--- src/rtl/wr_burst_feeder.sv ---
// wr_burst_feeder: buffers a valid/ready stream in a FWFT FIFO and feeds it to
// the DDR2 AXI write master in bursts, tracking a wrapping write address inside
// a fixed DDR region.
//
// state  | meaning
// -------+-----------------------------------------------------------------
// IDLE   | waiting for a full burst (or a flush with data) and an idle master
// TRIG   | wr_trig asserted for one cycle, wr_len/wr_addr already latched
// WAIT   | master is moving the burst; wait for wr_done, then advance offset
module wr_burst_feeder #(
  parameter int                    ADDR_WIDTH  = 26,
  parameter int                    DATA_WIDTH  = 32,
  parameter int                    WBURST_LEN  = 8,
  parameter int                    FIFO_DEPTH  = 64,
  parameter logic [ADDR_WIDTH-1:0] ADDR_BASE   = '0,
  parameter int                    REGION_SIZE = 2**20,
  parameter int                    ADDR_STEP   = 1
) (
  input  logic                            clk,
  input  logic                            rst_n,
  input  logic                            init_end,
  input  logic                            src_valid,
  input  logic [DATA_WIDTH-1:0]           src_data,
  output logic                            src_ready,
  input  logic                            flush,
  input  logic                            addr_rst,
  output logic                            wr_trig,
  output logic [7:0]                      wr_len,
  output logic [ADDR_WIDTH-1:0]           wr_addr,
  output logic [DATA_WIDTH-1:0]           wr_data,
  input  logic                            wr_data_en,
  input  logic                            wr_ready,
  input  logic                            wr_done,
  output logic [$clog2(FIFO_DEPTH):0]     fifo_level,
  output logic                            underflow
);

  localparam int PTR_W = $clog2(FIFO_DEPTH);
  localparam int LVL_W = PTR_W + 1;
  localparam logic [LVL_W-1:0]      DEPTH_LVL = LVL_W'(FIFO_DEPTH);
  localparam logic [LVL_W-1:0]      BURST_LVL = LVL_W'(WBURST_LEN);
  localparam logic [ADDR_WIDTH:0]   REGION_W  = (ADDR_WIDTH+1)'(REGION_SIZE);
  localparam logic [ADDR_WIDTH:0]   STEP_W    = (ADDR_WIDTH+1)'(ADDR_STEP);

  localparam logic [1:0] S_IDLE = 2'd0;
  localparam logic [1:0] S_TRIG = 2'd1;
  localparam logic [1:0] S_WAIT = 2'd2;

  logic [DATA_WIDTH-1:0] mem [FIFO_DEPTH];
  logic [PTR_W-1:0]      wr_ptr;
  logic [PTR_W-1:0]      rd_ptr;
  logic [LVL_W-1:0]      level;
  logic [1:0]            state;
  logic [ADDR_WIDTH-1:0] offset;
  logic                  flush_pending;
  logic                  addr_rst_pending;

  logic                  push;
  logic                  pop;
  logic                  burst_full;
  logic                  trig_cond;
  logic [ADDR_WIDTH-1:0] eff_offset;
  logic [ADDR_WIDTH:0]   burst_amt;
  logic [ADDR_WIDTH:0]   offset_sum;
  logic [ADDR_WIDTH:0]   offset_next;

  assign src_ready  = (level != DEPTH_LVL);
  assign push       = src_valid & src_ready;
  assign pop        = wr_data_en & (level != '0);
  assign wr_data    = mem[rd_ptr];
  assign fifo_level = level;
  assign wr_trig    = (state == S_TRIG);

  // A full burst always wins; a short burst only drains a pending flush.
  assign burst_full = (level >= BURST_LVL);
  assign trig_cond  = (state == S_IDLE) & init_end & wr_ready &
                      (burst_full | (flush_pending & (level != '0)));

  // addr_rst in the same IDLE cycle as a trigger must already apply to that burst.
  assign eff_offset  = addr_rst ? '0 : offset;
  assign burst_amt   = (ADDR_WIDTH+1)'(wr_len) * STEP_W;
  assign offset_sum  = {1'b0, offset} + burst_amt;
  assign offset_next = (offset_sum >= REGION_W) ? (offset_sum - REGION_W) : offset_sum;

  // FIFO storage; contents need no reset because the pointers define validity.
  always_ff @(posedge clk) begin
    if (push) begin
      mem[wr_ptr] <= src_data;
    end
  end

  // FIFO pointers and occupancy; a simultaneous push and pop leaves level unchanged.
  always_ff @(posedge clk) begin
    if (!rst_n) begin
      wr_ptr <= '0;
      rd_ptr <= '0;
      level  <= '0;
    end else begin
      if (push) wr_ptr <= wr_ptr + PTR_W'(1);
      if (pop)  rd_ptr <= rd_ptr + PTR_W'(1);
      case ({push, pop})
        2'b10:   level <= level + LVL_W'(1);
        2'b01:   level <= level - LVL_W'(1);
        default: level <= level;
      endcase
    end
  end

  // Sticky flag for a beat requested while nothing was buffered.
  always_ff @(posedge clk) begin
    if (!rst_n) begin
      underflow <= 1'b0;
    end else if (wr_data_en && (level == '0)) begin
      underflow <= 1'b1;
    end
  end

  // Flush request is remembered until the FIFO has been seen empty in IDLE.
  always_ff @(posedge clk) begin
    if (!rst_n) begin
      flush_pending <= 1'b0;
    end else if (flush) begin
      flush_pending <= 1'b1;
    end else if ((state == S_IDLE) && (level == '0)) begin
      flush_pending <= 1'b0;
    end
  end

  // Burst sequencing, burst descriptor latching and region offset tracking.
  always_ff @(posedge clk) begin
    if (!rst_n) begin
      state            <= S_IDLE;
      wr_len           <= '0;
      wr_addr          <= ADDR_BASE;
      offset           <= '0;
      addr_rst_pending <= 1'b0;
    end else begin
      case (state)
        S_IDLE: begin
          if (addr_rst) offset <= '0;
          if (trig_cond) begin
            state   <= S_TRIG;
            wr_len  <= burst_full ? 8'(WBURST_LEN) : 8'(level);
            wr_addr <= ADDR_BASE + eff_offset;
          end
        end
        S_TRIG: begin
          if (addr_rst) addr_rst_pending <= 1'b1;
          state <= S_WAIT;
        end
        S_WAIT: begin
          if (wr_done) begin
            state            <= S_IDLE;
            addr_rst_pending <= 1'b0;
            if (addr_rst || addr_rst_pending) begin
              offset <= '0;
            end else begin
              offset <= offset_next[ADDR_WIDTH-1:0];
            end
          end else if (addr_rst) begin
            addr_rst_pending <= 1'b1;
          end
        end
        default: state <= S_IDLE;
      endcase
    end
  end

endmodule

--- config.mk ---
export PLATFORM = sky130hd
export DESIGN_NAME = wr_burst_feeder
export DESIGN_NICKNAME = d
export VERILOG_FILES = /design/src/rtl/wr_burst_feeder.sv
export SDC_FILE = /design/constraint.sdc
export NUM_CORES = 2
export LEC_CHECK = 0
export CORE_MARGIN = 2
export CORE_UTILIZATION = 62
export CTS_CLUSTER_SIZE = 30
export DETAILED_ROUTE_END_ITERATION = 6
export MAX_ROUTING_LAYER = met4
export PLACE_DENSITY_LB_ADDON = 0.08
export SETUP_SLACK_MARGIN = 0.1
export SLEW_MARGIN = 20
export SYNTH_ARGS = -nofsm -noshare
export SYNTH_HDL_FRONTEND = slang
export SYNTH_SLANG_ARGS = --single-unit
--- constraint.sdc ---
create_clock -name clk -period 4.4 [get_ports clk]
set_clock_uncertainty 0.05 [all_clocks]
set_input_delay 0.88 -clock clk [delete_from_list [all_inputs] [get_ports clk]]
set_output_delay 0.88 -clock clk [all_outputs]
set_load 0.05 [all_outputs]
==> metrics.md <==
| Metric | Value |
|---|---|
| Area grow syn2layout | `17.3%` |
| Worst path bufs/invs | `6` |
| CP Cell Sequence | `buf_12 > buf_12 > buf_16 > buf_12 > buf_16 > mux4_2 > mux4_2 > mux4_2 > buf_6` |
| Crit share post-route | `1.06` |
| Largest family of logic cells by synthesized area | `multiplexers` |
| Distinct cell type count after synthesis | `77` |
| Total wire length | `225000 um` |
| Synth Area in XOR/XNOR | `0.00329` |
| Grt total ovfl | `0` |
| Register area share after synthesis | `0.766` |
| Post-synth ARST share | `0` |
| Failing checks | `negative setup slack` |
| Power per cell area | `517 mW/mm^2` |
| CP delay by family, top | `multiplexers` |
| Starting Density | `0.626` |
| Vias/cell | `7.07` |
| Initial antenna violation count | `16` |
| Flops & latches, synth | `2137` |
| Final Hold Viols | `0` |
| H-tree depth | `4` |
| Register-to-register path setup slack | `0.38 ns` |
| PnR worst setup slack | `-0.254 ns` |
| Mux cell area share after synthesis | `0.184` |
| Final hold slack | `0.420 ns` |
| Simple-gate portion of the synthesized area | `0.0210` |
| Slew HR | `0.268` |
| Routed length per instance | `38.0 um` |
| Vias in the first global route | `41300` |
| First-pass GRT wire length | `311000 um` |
| Core area | `0.132 mm^2` |
| Root buffer cell | `clkbuf_16` |
| Hpwl dp | `113000 um` |
| Number of flops mapped to enable cells by yosys | `2048` |
| Setup TNS Final | `-5.54 ns` |
| Syn_area_per_cell | `23.3 um^2` |
| Largest net degree at the start of global routing | `69` |
| LEAKAGE | `29.8 nW` |
| Fillers | `7069` |
| CTS Sinks | `2137` |
| Detail Route Antenna Nets | `0` |
| Worst path required time | `3.47 ns` |
| DIE HEIGHT | `369 um` |
| Crit path DAT | `3.72 ns` |
| Highest Clock Rate | `215 MHz` |
| Vias | `41700` |
| Met3 Usage GRT | `0.0682` |
| Crit path max fanout | `6` |
| Startpoint Class | `register` |
| Max-slew violations | `0` |
| Synth Area in Adders | `0.00351` |
| R2r startpoint | `fifo_level[2]` |
| Routing usage on met1 | `0.485` |
| Full die area | `0.136 mm^2` |
| HP Class | `in2reg` |
| Synth warn | `0` |
| Synthesized area | `0.0826 mm^2` |
| DR iter-0 viols | `6564` |
| Die width | `369 um` |
| Mapped Cells | `3552` |
| Measured slew at the worst slew-check pin | `1.10 ns` |
| CP Capture Type | `primary output` |
| IO Port Bufs | `115` |
| CTS Buffer Depth | `3` |
| TritonCTS Buffers | `202` |
| Mapped Nets | `3615` |
| # rows | `133` |
| CTS tree | `done` |
| RSZ-0062 raised after global routing | `yes` |
| Gpl congestion | `0.856` |
| Most used DFF post-synth | `edfxtp_1` |
| # DRC | `0` |
| Met2 usage | `0.519` |
| All-Layer GR Usage | `0.341` |
| NumNets Final | `4024` |
| Cell area after layout | `0.0969 mm^2` |
| Placed Area | `0.0876 mm^2` |
| Min Tclk post-route | `4.65 ns` |
| Skew-Pair Late Insertion Delay | `0.83 ns` |
| WS Path Type | `reg2out` |
| Complex-gate fraction of the synthesized area | `0.0113` |
| Crit-path slowest cell | `mux4_2` |
| Maxcap violations | `0` |
| Hold Startpoint | `src_data[11]` |
| First-pass DRT Iterations | `5` |
| VDD IR max | `0.000561 V` |
| Num ports | `117` |
| # setup viols final | `31` |
| Final design utilization | `0.735` |
| Hold-fix buffers, CTS | `0` |
| Fraction of layout instances using a drive strength above 1 | `0.347` |
| GR peak layer | `met2` |
| CP max stage delay | `0.57 ns` |
| Status | `finished with violations` |
| Clk slew on worst S/H paths | `0.06 ns` |
[area by class of cell]
type,count,area (um^2),area share
Antenna cell,10,25.0,0.000258
Clock buffer,250,5450,0.0563
Clock inverter,132,1250,0.0129
Inverter,14,52.6,0.000542
Multi-Input combinational cell,1205,19000,0.196
Sequential cell,2137,63300,0.653
Tap cell,1755,2200,0.0227
Timing Repair Buffer,401,5670,0.0585
[final timing paths]
| check | endpoint | depth (start not counted) |
|---|---|---|
| worst max-delay path | wr_data[2] | 9 |
| worst min-delay path | mem[55][11] | 1 |
| worst min register to register | addr_rst_pending | 2 |
| worst max register to register | fifo_level[6] | 15 |
[sequential cells by signal (all words and copies together), names as in the netlist, named ones only]
signal / cells
mem: 2048
offset: 26
wr_addr: 26
fifo_level: 7
wr_len: 7
rd_ptr: 6
wr_ptr: 6
state: 2
addr_rst_pending: 1
flush_pending: 1
underflow: 1
[routing by layer]
layer	wire length (um)	vias to the layer above
met3	27400	389
met4	6160	0
met5	0	-
li1	-	16000
met2	110000	2996
met1	81400	22300
[cells in the final DEF, fill, tap and decap left out, types with 18 or more instances in the layout]
| master | count |
|---|---|
| edfxtp_1 | 2048 |
| mux4_2 | 666 |
| clkbuf_16 | 221 |
| buf_4 | 146 |
| buf_12 | 88 |
| dfxtp_1 | 83 |
| nor2_4 | 65 |
| clkdlybuf4s50_1 | 50 |
| a21oi_1 | 48 |
| buf_16 | 48 |
| nand2_1 | 47 |
| nor2b_1 | 46 |
| clkinv_2 | 45 |
| clkinv_1 | 40 |
| clkbuf_1 | 34 |
| buf_6 | 32 |
| o21ai_0 | 31 |
| nor2_1 | 28 |
| and2_1 | 27 |
| nor3b_1 | 25 |
| xnor2_1 | 23 |
| bufinv_16 | 22 |
| ha_1 | 20 |
| nor3_1 | 18 |
[cells by family (layout without fill, tap and decap cells)]
logic type      count (synthesis)  count (layout)
fa+ha+maj                      22              22
compound gates                146             146
mux                           683             683
other cells                     1              11
buf+inv                       210             797
flops                        2137            2137
simple gates                  322             322
xor+xnor                       31              31
[stage by stage]
stage / setup WS, ns / total power, mW / instances
floorplan: 0.172 / 28.4 / 3552
global placement: 0.373 / 30.7 / 5408
detailed placement: 0.436 / 30.9 / 5408
CTS: -0.259 / 49.7 / 5866
global route: -0.288 / 51.4 / 5904
finish: -0.254 / 50.1 / 5904
[where the power goes]
part / internal, mW / total, mW / switching (mW)
combinational: 4.93 / 9.79 / 4.85
clock: 10.1 / 17.7 / 7.58
sequential: 22.5 / 22.6 / 0.143
total: 37.5 / 50.1 / 12.6
[repair_timing]
item | CTS | global route
resized for setup | 136 | 26
setup endpoints to repair | 32 | 32
setup buffers | 40 | 14
gates cloned | 36 | 13
pin swaps | 1 | 2
[synth_stat cells (all sizes together) (3+ instances only)]
cell type     n  share of area
a211oi        4        0.00058
a21boi        8        0.00073
a21o          5        0.00047
a21oi        48         0.0029
a22oi         6        0.00055
a311oi        3        0.00032
a31o          3        0.00032
a31oi         4        0.00030
a32o          3        0.00036
and2         29         0.0022
and3          7        0.00053
and4          4        0.00048
buf          90         0.0052
clkbuf      104         0.0048
dfxtp        89          0.022
edfxtp     2048           0.74
ha           20         0.0030
inv          14        0.00064
mux2          6        0.00082
mux2i        11         0.0013
mux4        666           0.18
nand2        49         0.0023
nand3        16         0.0010
nand3b        3        0.00027
nand4         9        0.00086
nand4b        3        0.00032
nor2         95         0.0044
nor2b        46         0.0035
nor3         18         0.0011
nor3b        25         0.0023
nor4          4        0.00048
o2111a        3        0.00042
o211ai        3        0.00027
o21a          5        0.00045
o21ai        38         0.0023
or2           3        0.00026
or3           3        0.00029
or4           3        0.00027
xnor2        23         0.0024
xor2          8        0.00085
No activity file was read; power rests on OpenSTA's default activity.
